$ cat src/rtl/mul_pkg.sv
// Shared encodings for the RV32M multiply sequencer: op codes, FSM states and
// the default word width.
package mul_pkg;

  localparam int MUL_XLEN = 32;

  localparam logic [1:0] MUL_OP_MUL    = 2'b00;
  localparam logic [1:0] MUL_OP_MULH   = 2'b01;
  localparam logic [1:0] MUL_OP_MULHSU = 2'b10;
  localparam logic [1:0] MUL_OP_MULHU  = 2'b11;

  typedef enum logic [1:0] {
    ST_IDLE = 2'd0,
    ST_CALC = 2'd1,
    ST_FIX  = 2'd2,
    ST_DONE = 2'd3
  } mul_state_e;

  function automatic logic rs1_is_signed(input logic [1:0] op);
    return (op == MUL_OP_MULH) || (op == MUL_OP_MULHSU);
  endfunction

  function automatic logic rs2_is_signed(input logic [1:0] op);
    return (op == MUL_OP_MULH);
  endfunction

endpackage

$ cat src/rtl/mul_seq_ctrl_rca_nbit.sv
// Parameterised ripple-carry adder built from a chain of full-adder cells.
module rca_nbit #(
  parameter int WIDTH = 33
) (
  input  logic [WIDTH-1:0] a,
  input  logic [WIDTH-1:0] b,
  input  logic             cin,
  output logic [WIDTH-1:0] sum,
  output logic             cout
);

  logic [WIDTH:0] carry;

  assign carry[0] = cin;

  for (genvar i = 0; i < WIDTH; i++) begin : g_fa
    assign sum[i]       = a[i] ^ b[i] ^ carry[i];
    assign carry[i + 1] = (a[i] & b[i]) | (carry[i] & (a[i] ^ b[i]));
  end

  assign cout = carry[WIDTH];

endmodule

$ cat src/rtl/mul_seq_ctrl.sv
// Shift-and-add sequencer for MUL/MULH/MULHSU/MULHU, one partial product per cycle.
// Optional macro MUL_EARLY_EXIT_EN ends CALC once the remaining multiplier bits are zero.
module mul_seq_ctrl
  import mul_pkg::*;
#(
  parameter int XLEN  = MUL_XLEN,
  parameter int CNT_W = 5
) (
  input  logic            clk,
  input  logic            rst_n,
  input  logic            req_valid,
  output logic            req_ready,
  input  logic [1:0]      op,
  input  logic [XLEN-1:0] rs1,
  input  logic [XLEN-1:0] rs2,
  input  logic            flush,
  output logic            resp_valid,
  input  logic            resp_ready,
  output logic [XLEN-1:0] result,
  output logic            busy
);

  mul_state_e        state, state_nxt;
  logic [XLEN-1:0]   mcand, mplier, acc_hi;
  logic [CNT_W-1:0]  cnt;
  logic              neg;
  logic [1:0]        op_q;
  logic              early_exit;
  logic [XLEN:0]     add_a, add_b, add_sum;
  logic              add_cout;
  logic [2*XLEN-1:0] prod, prod_fix;

  function automatic logic [XLEN-1:0] mag(input logic [XLEN-1:0] v, input logic is_signed);
    logic signed [XLEN-1:0] v_s;
    v_s = v;
    return (is_signed && v_s < 0) ? XLEN'(-v_s) : v;
  endfunction

  assign add_a = {1'b0, acc_hi};
  assign add_b = mplier[0] ? {1'b0, mcand} : '0;

  rca_nbit #(.WIDTH(XLEN + 1)) u_add (
    .a    (add_a),
    .b    (add_b),
    .cin  (1'b0),
    .sum  (add_sum),
    .cout (add_cout)
  );

  assign prod     = {acc_hi, mplier};
  assign prod_fix = neg ? -prod : prod;

`ifdef MUL_EARLY_EXIT_EN
  logic [XLEN-1:0]   unproc_mask;
  logic [CNT_W:0]    shamt;
  logic [2*XLEN-1:0] prod_skip;

  // mplier[cnt:0] still holds multiplier bits; everything above is product.
  assign unproc_mask = {XLEN{1'b1}} >> (CNT_W'(XLEN - 1) - cnt);
  assign early_exit  = ~|(mplier & unproc_mask);
  assign shamt       = {1'b0, cnt} + (CNT_W + 1)'(1);
  assign prod_skip   = prod >> shamt;
`else
  assign early_exit  = 1'b0;
`endif

  always_ff @(posedge clk or negedge rst_n) begin
    if (!rst_n) state <= ST_IDLE;
    else        state <= state_nxt;
  end

  always_comb begin
    state_nxt = state;
    if (flush) begin
      state_nxt = ST_IDLE;
    end else begin
      case (state)
        ST_IDLE: if (req_valid) state_nxt = ST_CALC;
        ST_CALC: if (cnt == '0 || early_exit) state_nxt = ST_FIX;
        ST_FIX:  state_nxt = ST_DONE;
        ST_DONE: if (resp_ready) state_nxt = ST_IDLE;
        default: state_nxt = ST_IDLE;
      endcase
    end
  end

  always_comb begin
    req_ready = (state == ST_IDLE);
    busy      = (state != ST_IDLE);
  end

  always_ff @(posedge clk or negedge rst_n) begin
    if (!rst_n) begin
      mcand      <= '0;
      mplier     <= '0;
      acc_hi     <= '0;
      cnt        <= '0;
      neg        <= 1'b0;
      op_q       <= MUL_OP_MUL;
      result     <= '0;
      resp_valid <= 1'b0;
    end else if (flush) begin
      resp_valid <= 1'b0;
    end else begin
      case (state)
        ST_IDLE: begin
          if (req_valid) begin
            mcand  <= mag(rs1, rs1_is_signed(op));
            mplier <= mag(rs2, rs2_is_signed(op));
            neg    <= (rs1_is_signed(op) & rs1[XLEN-1]) ^ (rs2_is_signed(op) & rs2[XLEN-1]);
            acc_hi <= '0;
            cnt    <= CNT_W'(XLEN - 1);
            op_q   <= op;
          end
        end
        ST_CALC: begin
`ifdef MUL_EARLY_EXIT_EN
          if (early_exit) begin
            {acc_hi, mplier} <= prod_skip;
            cnt              <= '0;
          end else
`endif
          begin
            // Carry-out cannot be set: both addends are zero-extended by one bit.
            acc_hi <= {add_sum[XLEN] | add_cout, add_sum[XLEN-1:1]};
            mplier <= {add_sum[0], mplier[XLEN-1:1]};
            cnt    <= cnt - CNT_W'(1);
          end
        end
        ST_FIX: begin
          result     <= (op_q == MUL_OP_MUL) ? prod_fix[XLEN-1:0] : prod_fix[2*XLEN-1:XLEN];
          resp_valid <= 1'b1;
        end
        ST_DONE: begin
          if (resp_ready) resp_valid <= 1'b0;
        end
        default: ;
      endcase
    end
  end

endmodule

$ cat config.mk
export PLATFORM = sky130hd
export DESIGN_NAME = mul_seq_ctrl
export DESIGN_NICKNAME = d
export VERILOG_FILES = /design/src/rtl/mul_pkg.sv /design/src/rtl/mul_seq_ctrl_rca_nbit.sv /design/src/rtl/mul_seq_ctrl.sv
export SDC_FILE = /design/constraint.sdc
export NUM_CORES = 1
export LEC_CHECK = 0
export CAP_MARGIN = 25
export CORE_MARGIN = 3
export CORE_UTILIZATION = 40
export CTS_BUF_LIST = sky130_fd_sc_hd__clkbuf_4 sky130_fd_sc_hd__clkbuf_8
export DETAILED_ROUTE_END_ITERATION = 8
export GPL_TIMING_DRIVEN = 0
export SETUP_SLACK_MARGIN = 0.5
export SLEW_MARGIN = 20
export SYNTH_ARGS = -nofsm -noshare
export SYNTH_HDL_FRONTEND = slang
export SYNTH_SLANG_ARGS = --single-unit
$ cat constraint.sdc
create_clock -name clk -period 17.6 [get_ports clk]
set_input_delay 1.76 -clock clk [delete_from_list [all_inputs] [get_ports clk]]
set_output_delay 1.76 -clock clk [all_outputs]
set_load 0.1 [all_outputs]
Yosys cells after proc, flatten, opt, wreduce, memory -nomap -nowiden
Index checks and enable logic that the tools add are counted.

Bitwise logic cells: 164. Equal/unequal tests: 9. $lt $le $gt $ge: 2. Mux-type cells: 19. Add/subtract/negate cells: 4. Reductions and logical operators: 14.

Operators with widths (count): $mux 32 (6); $pmux 32 s2 (2); $and 1x1->1 (65); $lt 32x1->1 const B (2); $mux 64 (1); $neg 32->32 (2); $neg 64->64 (1); $xor 1x1->1 (64); $or 1x1->1 (32); $pmux 5 s2 (1); $reduce_and 3->1 (3); $mux 2 (4); $pmux 2 s4 (1); $eq 2x2->1 const B (3); $ne 3x3->1 const B (2); $logic_not 5->1 (1); $mux 5 (1); $sub 5x1->5 const B (1); $eq 2x1->1 const B (2); $logic_not 2->1 (2); $reduce_and 2->1 (2); $reduce_bool 2->1 (2); $ne 3x2->1 const B (1); $reduce_bool 3->1 (1); other kinds (8) (10).

Bits of input ports: 71. Flip-flop bits (word level): 139. Logic and storage cells: 221.

Logic depth before layout (Yosys ltp)
Gate-level depths: netlist of run 1.

Depth after elaboration: 67. Gate-level depth with buffers: 39. Depth with buffers taken out: 38.

Cells and area by module
From an unflattened synthesis of run 1, not the netlist that was laid out.

Cells, all modules: 1133. Area total of the unflattened synthesis: 9877.0 µm².

By module, submodules not included: mul_seq_ctrl (cells an instance 1090, times used 1, sequential area each 3478.3 µm², area each 9178.8 µm²); rca_nbit (cells an instance 43, times used 1, sequential area each 0.0 µm², area each 698.2 µm²).

Least setup slack after synthesis of run 1
OpenSTA, ideal clock, no wires.

Kind: register to register. From: register mplier[0]. To: register acc_hi[30]. Required time: 17483 ps. Arrival time: 12814 ps. Cell stages (with the launch flop): 39. Setup time: 117 ps. Path slack: 4669 ps. Cells stage by stage: dfrtp_1 > clkbuf_1 > clkbuf_1 > nand2_1 > fa_1 > fa_1 > fa_1 > fa_1 > fa_1 > fa_1 > fa_1 > fa_1 > fa_1 > fa_1 > fa_1 > fa_1 > fa_1 > fa_1 > [... 3 more ...] > fa_1 > fa_1 > fa_1 > fa_1 > fa_1 > fa_1 > fa_1 > fa_1 > fa_1 > fa_1 > fa_1 > fa_1 > inv_1 > fa_1 > inv_1 > fa_1 > nand3b_1 > nand2_1.

Longest elaborated chain between the ends: 64.

Ends and longest elaborated chain: from (decl) (RTL line mul_seq_ctrl.sv:24) `logic [XLEN-1:0] mcand, mplier, acc_hi;`; from (signal assigned) (RTL line mul_seq_ctrl.sv:109) `mplier <= mag(rs2, rs2_is_signed(op));`; from (signal assigned) (RTL line mul_seq_ctrl.sv:126) `mplier <= {add_sum[0], mplier[XLEN-1:1]};`; $mux 32 (*) (RTL line mul_seq_ctrl.sv:40) `assign add_b = mplier[0] ? {1'b0, mcand} : '0;`; $and 1x1->1 or $xor 1x1->1 (tied branches) (RTL line mul_seq_ctrl_rca_nbit.sv:18) `assign carry[i + 1] = (a[i] & b[i]) | (carry[i] & (a[i] ^ b[i]));`; $and 1x1->1 (RTL line mul_seq_ctrl_rca_nbit.sv:18); $or 1x1->1 (RTL line mul_seq_ctrl_rca_nbit.sv:18); $and 1x1->1 (RTL line mul_seq_ctrl_rca_nbit.sv:18); $or 1x1->1 (RTL line mul_seq_ctrl_rca_nbit.sv:18); $and 1x1->1 (RTL line mul_seq_ctrl_rca_nbit.sv:18); $or 1x1->1 (RTL line mul_seq_ctrl_rca_nbit.sv:18); [... 48 more ...]; $and 1x1->1 (RTL line mul_seq_ctrl_rca_nbit.sv:18); $or 1x1->1 (RTL line mul_seq_ctrl_rca_nbit.sv:18); $and 1x1->1 (RTL line mul_seq_ctrl_rca_nbit.sv:18); $or 1x1->1 (RTL line mul_seq_ctrl_rca_nbit.sv:18); $and 1x1->1 (RTL line mul_seq_ctrl_rca_nbit.sv:18); $or 1x1->1 (RTL line mul_seq_ctrl_rca_nbit.sv:18); $xor 1x1->1 (*) (RTL line mul_seq_ctrl_rca_nbit.sv:17) `assign sum[i] = a[i] ^ b[i] ^ carry[i];`; $pmux 32 s2 (*) (RTL line mul_seq_ctrl.sv:105) `case (state)`; to (signal assigned) (RTL line mul_seq_ctrl.sv:125) `acc_hi <= {add_sum[XLEN] | add_cout, add_sum[XLEN-1:1]};`; to (decl) (RTL line mul_seq_ctrl.sv:24).

Mark *: on every way between the ends. The rest lies on a longest branch, timed or not. A chain may end at the register's enable or synchronous reset.

Worst setup path after layout of run 1
Ends and elaborated chain as after synthesis.

==> impl_metrics.json, run 1 <==
{
  "final_nets": 1387,
  "totalWireLength_um": 33600,
  "synth.top_cell.area_share_pct": 35.2,
  "start_util_pct": 41.4,
  "grt_pass1_vias": 8734,
  "num-fill-cells": 2363,
  "hold_end": "result[4]",
  "synthesis.area_um2": 9890,
  "max_clock_freq_ghz": 0.0719,
  "r2r-end": "acc_hi[30]",
  "yosysMostFrequentCell": "nand2_1",
  "path_common_cell": "fa_1",
  "vias": 9427,
  "core_area_um2": 23900,
  "die_w_um": 163,
  "worst_pin_slew_ns": 1.02,
  "firstDrtPassIters": 6,
  "critPathRequiredTime_ns": 18.02,
  "pin_count": 106,
  "path_clk_slew_ns": 0.09,
  "hp-start": "result[4]",
  "yosysSeqAreaShare_pct": 35.2,
  "finalCriticalPeriod_ns": 13.91,
  "crit_type": "reg -> reg",
  "clock_sinks": 139,
  "port_buffers": 104,
  "wire_per_inst_um": 20.9,
  "r2r_slack_ns": 3.69,
  "antenna_found_initial": 1,
  "vias_per_cell": 5.87,
  "async_reset_ff_share_pct": 100,
  "layoutNonFillerInstCount": 1607,
  "synthDistinctLibCells": 70,
  "ant_nets": 0,
  "track_usage_pct": 25.4,
  "syn_to_final_growth_pct": 18.9,
  "synthTopCellsByArea": "dfrtp_1 35%, o21ai_0 6.3%, fa_1 6.3%",
  "h-tree-depth": 4,
  "fin_skew_ns": 0.0176,
  "place_hpwl_um": 26500,
  "root_buffer": "clkbuf_8",
  "rr_startpoint": "mplier[0]",
  "placementRows": 56,
  "cts_setup_buffers": 0,
  "synthTopCellsByCount": "141 x nand2_1, 139 x dfrtp_1, 125 x o21ai_0, 73 x clkbuf_1, 71 x nor2_1",
  "crit_slowest_cell": "clkbuf_1",
  "worst_ep_arrival_time_ns": 14.33,
  "max_slew_margin_pct": 32.2,
  "drv_slew": 0,
  "worstSetupEndpointType": "flip-flop",
  "power.density_nw_per_um2": 196,
  "syn_inst": 1150,
  "synth_edf_count": 0,
  "worst-path-buf-inv": 4,
  "p_leak_nw": 4.35,
  "cp_max_fo": 10,
  "critPathMaxStageDelay_ns": 0.48,
  "reg2regPathDepth": 38,
  "drt_iter0_drc": 1018,
  "dieHeight_um": 163,
  "whs_path_depth": 2,
  "syn_avg_cell_area_um2": 8.60,
  "cts_resized": 0,
  "cts_made_buffers": 17,
  "status": "finished clean",
  "hold_class": "reg -> reg",
  "drv_cap": 0,
  "grt_start_max_net_pins": 94,
  "drc": 0,
  "cts_tree": "done",
  "finalSetupTns_ns": 0,
  "gp_congestion": 0.984,
  "vdd_drop_max_v": 0.000121,
  "gr-total-overflow": 0,
  "setup_viol_count_final": 0,
  "synth_top_area_cell": "dfrtp_1",
  "drive_above_1_share_pct": 5.28,
  "dpl.cell_count": 1574,
  "synth.yosys.warnings": 0,
  "clockBufferDepth": 2,
  "rsz0062_at_grt": "false",
  "critPathTopFamily": "adder cells",
  "cts_hold_buf": 0,
  "synth-main-ff-cell": "dfrtp_1",
  "start_kind": "flip-flop",
  "syn_nets": 1263,
  "insertion_delay_ns": 0.48,
  "post-route-period-util_pct": 79.0,
  "ys_seq_elements": 139,
  "dieArea_um2": 26600,
  "grt_pass1_wl_um": 52200,
  "hold_violations": 0
}
==> power by group <==
part	internal, W	switching (W)	total (W)
logic	0.000419	0.00100	0.00142
clock network	0.000121	0.000152	0.000273
registers	0.000458	0.000145	0.000602
==> worst reg2reg max path, delay by kind of cell (launching register included) <==
family / cells / cell delay, ns
DFF: 1 / 0.34
adders and majority gates: 31 / 12.18
buffers and inverters: 4 / 0.98
and+or+nand+nor: 3 / 0.40
==> worst max-delay path by stage <==
| stage | from | end | slack (ns) | cells after the start |
|---|---|---|---|---|
| 2_1_floorplan | mplier[0] | acc_hi[30] | 4.67 | 38 |
| 3_3_place_gp | mplier[0] | acc_hi[30] | 3.74 | 38 |
| 6_report | mplier[0] | acc_hi[30] | 3.69 | 38 |
| 4_1_cts | mplier[0] | acc_hi[30] | 3.67 | 38 |
| 5_1_grt | mplier[0] | acc_hi[30] | 3.16 | 38 |
| 3_5_place_dp | mplier[0] | acc_hi[30] | 3.68 | 38 |
==> cell type report <==
cell class | instances | area (um^2) | share of cell area [%]
multi-input combinational | 878 | 5890 | 50.1
sequential | 139 | 3480 | 29.6
timing repair buffer | 105 | 1070 | 9.13
tap | 319 | 399 | 3.40
buffer | 83 | 328 | 2.79
clock buffer | 18 | 248 | 2.11
inverter | 50 | 188 | 1.60
clock inverter | 14 | 148 | 1.26
antenna | 1 | 2.50 | 0.0213
==> registers in the layout, indices dropped and copies added, names as in the netlist <==
signal and count:
resp_valid 1, acc_hi 32, result 32, mcand 32
cnt 5, state 2, mplier 32, op_q 2
neg 1
==> layer usage <==
metal,track usage (%),vias to the layer above,wire (um)
met5,0,-,11
met4,8.04,2,984
met3,4.39,69,2600
met2,38.6,476,14700
met1,37.1,4506,15300
li1,-,4374,-
==> cells by family after synthesis <==
kind of cell / synth area share [%]
AO/OA/AOI/OAI: 19.7
XOR/XNOR: 8.24
adder cells (fa/ha/maj): 7.67
buffers and inverters: 5.21
flip-flops: 35.2
multiplexers: 2.46
AND/OR/NAND/NOR: 21.5
==> stage by stage <==
stage / util [%] / total power (W) / hold slack (ns) / area (um^2) / setup WS (ns)
3_3_place_gp: 47.4 / 0.00199 / 0.463 / 11300 / 3.74
2_1_floorplan: - / 0.00155 / 0.442 / 9890 / 4.67
5_1_grt: 49.2 / 0.00244 / 0.512 / 11800 / 3.16
3_5_place_dp: 47.5 / 0.00200 / 0.467 / 11400 / 3.68
6_report: 49.2 / 0.00230 / 0.477 / 11800 / 3.69
4_1_cts: 49.2 / 0.00228 / 0.487 / 11800 / 3.67
==> placed cells by master, fill, tap and decap left out, drive strengths merged, types with 3 or more instances in the layout <==
cell type / count
nand2: 141
dfrtp: 139
o21ai: 128
clkdlybuf4s50: 103
clkbuf: 91
nor2: 71
xnor2: 60
inv: 59
a21oi: 56
nand3b: 36
xor2: 33
fa: 31
o31ai: 30
nor3: 29
nor4: 27
mux2i: 22
nand3: 22
or3: 20
or4: 20
o41ai: 19
buf: 12
a22oi: 11
ha: 11
nand4: 9
o22ai: 9
or2: 8
a211oi: 8
a31oi: 7
nand2b: 6
and2: 6
and3: 5
o211ai: 5
o2111ai: 4
o221ai: 4
o311ai: 4
o31a: 3
a31o: 3
clkinvlp: 3
Note: power is estimated with default switching activity, not from simulation.
==> inputs of run 2 (changes only) <==
==> constraint.sdc (replaced) <==
create_clock -name clk -period 12.8 [get_ports clk]
set_input_delay 1.28 -clock clk [delete_from_list [all_inputs] [get_ports clk]]
set_output_delay 1.28 -clock clk [all_outputs]
set_load 0.1 [all_outputs]
==> impl_metrics.json, run 2 (synthesis results as in run 1) <==
{
  "status": "finished clean",
  "p_leak_nw": 4.43,
  "vdd_drop_max_v": 0.000163,
  "cts_tree": "done",
  "insertion_delay_ns": 0.48,
  "layoutNonFillerInstCount": 1610,
  "switchingPower_w": 0.00182,
  "vias_per_cell": 5.80,
  "crit_type": "reg -> reg",
  "power.density_nw_per_um2": 272,
  "worstSetupEndpointType": "flip-flop",
  "power_frac_clock_pct": 12.6,
  "wire_per_inst_um": 21.3,
  "r2r-end": "acc_hi[31]",
  "placementRows": 56,
  "rsz0062_at_grt": "false",
  "ant_nets": 0,
  "grt_pass1_wl_um": 52900,
  "drv_slew": 0,
  "dpl.cell_count": 1574,
  "hold_violations": 0,
  "start_kind": "flip-flop",
  "root_buffer": "clkbuf_8",
  "path_common_cell": "fa_2",
  "finalSetupTns_ns": 0,
  "cp_max_fo": 5,
  "drc": 0,
  "track_usage_pct": 26.0,
  "post-place-ws_ns": -0.120,
  "vias": 9343,
  "fin_skew_ns": 0.0256,
  "syn_to_final_growth_pct": 20.5,
  "mostFrequentLayoutCell": "nand2_1",
  "gp_congestion": 0.974,
  "critPathRequiredTime_ns": 13.20,
  "dieHeight_um": 163,
  "start_util_pct": 41.4,
  "clockBufferDepth": 2,
  "max_slew_margin_pct": 34.5,
  "port_buffers": 104,
  "firstDrtPassIters": 6,
  "worst_slack_ns": 0.820,
  "crit_slowest_cell": "fa_2",
  "drive_above_1_share_pct": 8.14,
  "cts_made_buffers": 17,
  "totalWireLength_um": 34200,
  "finalCriticalPeriod_ns": 11.98,
  "pwr-share-seq_pct": 25.7,
  "final_cell_mix": "141 x nand2_1, 138 x dfrtp_1, 124 x o21ai_0",
  "grt_start_max_net_pins": 89,
  "path_clk_slew_ns": 0.10,
  "reg2regPathDepth": 39,
  "hold_end": "result[4]",
  "worst_pin_slew_ns": 0.980,
  "placed_area_um2": 11400,
  "hold_ws_ns": 0.481,
  "core_area_um2": 23900,
  "critPathMaxStageDelay_ns": 0.38,
  "grt_pass1_vias": 8818,
  "die_w_um": 163,
  "pin_count": 106,
  "r2r_slack_ns": 0.82,
  "fin_area_um2": 11900,
  "swShare_pct": 56.0,
  "gr-total-overflow": 0,
  "rr_startpoint": "mplier[0]",
  "post-route-period-util_pct": 93.6,
  "whs_path_depth": 2,
  "h-tree-depth": 4,
  "max_clock_freq_ghz": 0.0835,
  "final_nets": 1390,
  "antenna_found_initial": 0,
  "place_hpwl_um": 26800,
  "hold_class": "reg -> reg",
  "setup_viol_count_final": 0,
  "p_int_w": 0.00143,
  "hp-start": "result[4]",
  "dieArea_um2": 26600,
  "p_comb_share_pct": 61.8,
  "worst_ep_arrival_time_ns": 12.38,
  "drt_iter0_drc": 934,
  "drv_cap": 0,
  "clock_sinks": 139
}
## run 2: cell type report
class,count,area [um^2]
Fill cell,2343,12000
Multi-Input combinational cell,878,5960
Sequential cell,139,3480
Timing Repair Buffer,108,1100
Tap cell,319,399
Buffer,83,349
Clock buffer,19,255
Inverter,50,188
Clock inverter,13,181
Antenna cell,1,2.50
## run 2: timing repair
action | CTS | global route
pin swaps | 1 | 1
gates cloned | 0 | 0
endpoints found under the setup margin | 4 | 3
buffers inserted | 2 | 0
hold buffers | 0 | 0
gates resized for setup | 16 | 9
## run 2: power by group through the flow
stage / Combinational (W) / Sequential (W) / Clock, W
global route: 0.00215 / 0.000857 / 0.000430
floorplan: 0.00105 / 0.00109 / 0
CTS: 0.00196 / 0.000825 / 0.000412
detailed placement: 0.00195 / 0.000834 / 0
global placement: 0.00194 / 0.000831 / 0
finish: 0.00200 / 0.000832 / 0.000408
## run 2: worst max-delay path by stage
stage | end | slack, ns | startpoint
global route | acc_hi[31] | 0.51 | mplier[0]
global placement | acc_hi[31] | -0.1 | acc_hi[0]
CTS | acc_hi[31] | 0.51 | mplier[0]
floorplan | acc_hi[30] | 0.51 | mplier[0]
finish | acc_hi[31] | 0.82 | mplier[0]
detailed placement | acc_hi[31] | -0.12 | acc_hi[0]
## run 2: layer usage
| layer | wire length (um) | vias up | part of all wire (%) | track usage [%] |
|---|---|---|---|---|
| li1 | - | 4397 | - | - |
| met3 | 2500 | 65 | 7.3 | 4.67 |
| met2 | 14500 | 406 | 42 | 37.9 |
| met5 | 0 | - | 0 | 0 |
| met4 | 1320 | 0 | 3.9 | 10.1 |
| met1 | 15900 | 4475 | 46 | 38.4 |
## run 2: critical path: cells and delay by family (launching register included)
| kind | cells | cell delay [ns] |
|---|---|---|
| AO/OA/AOI/OAI | 1 | 0.12 |
| adder cells (fa/ha/maj) | 32 | 10.78 |
| buffers and inverters | 4 | 0.33 |
| flip-flops | 1 | 0.36 |
| AND/OR/NAND/NOR | 2 | 0.32 |
## run 2: through the flow
stage               utilization [%]  power (W)
detailed placement             47.7    0.00278
floorplan                         -    0.00214
global route                   49.9    0.00344
finish                         49.9    0.00324
global placement               47.6    0.00277
CTS                            49.8    0.00320
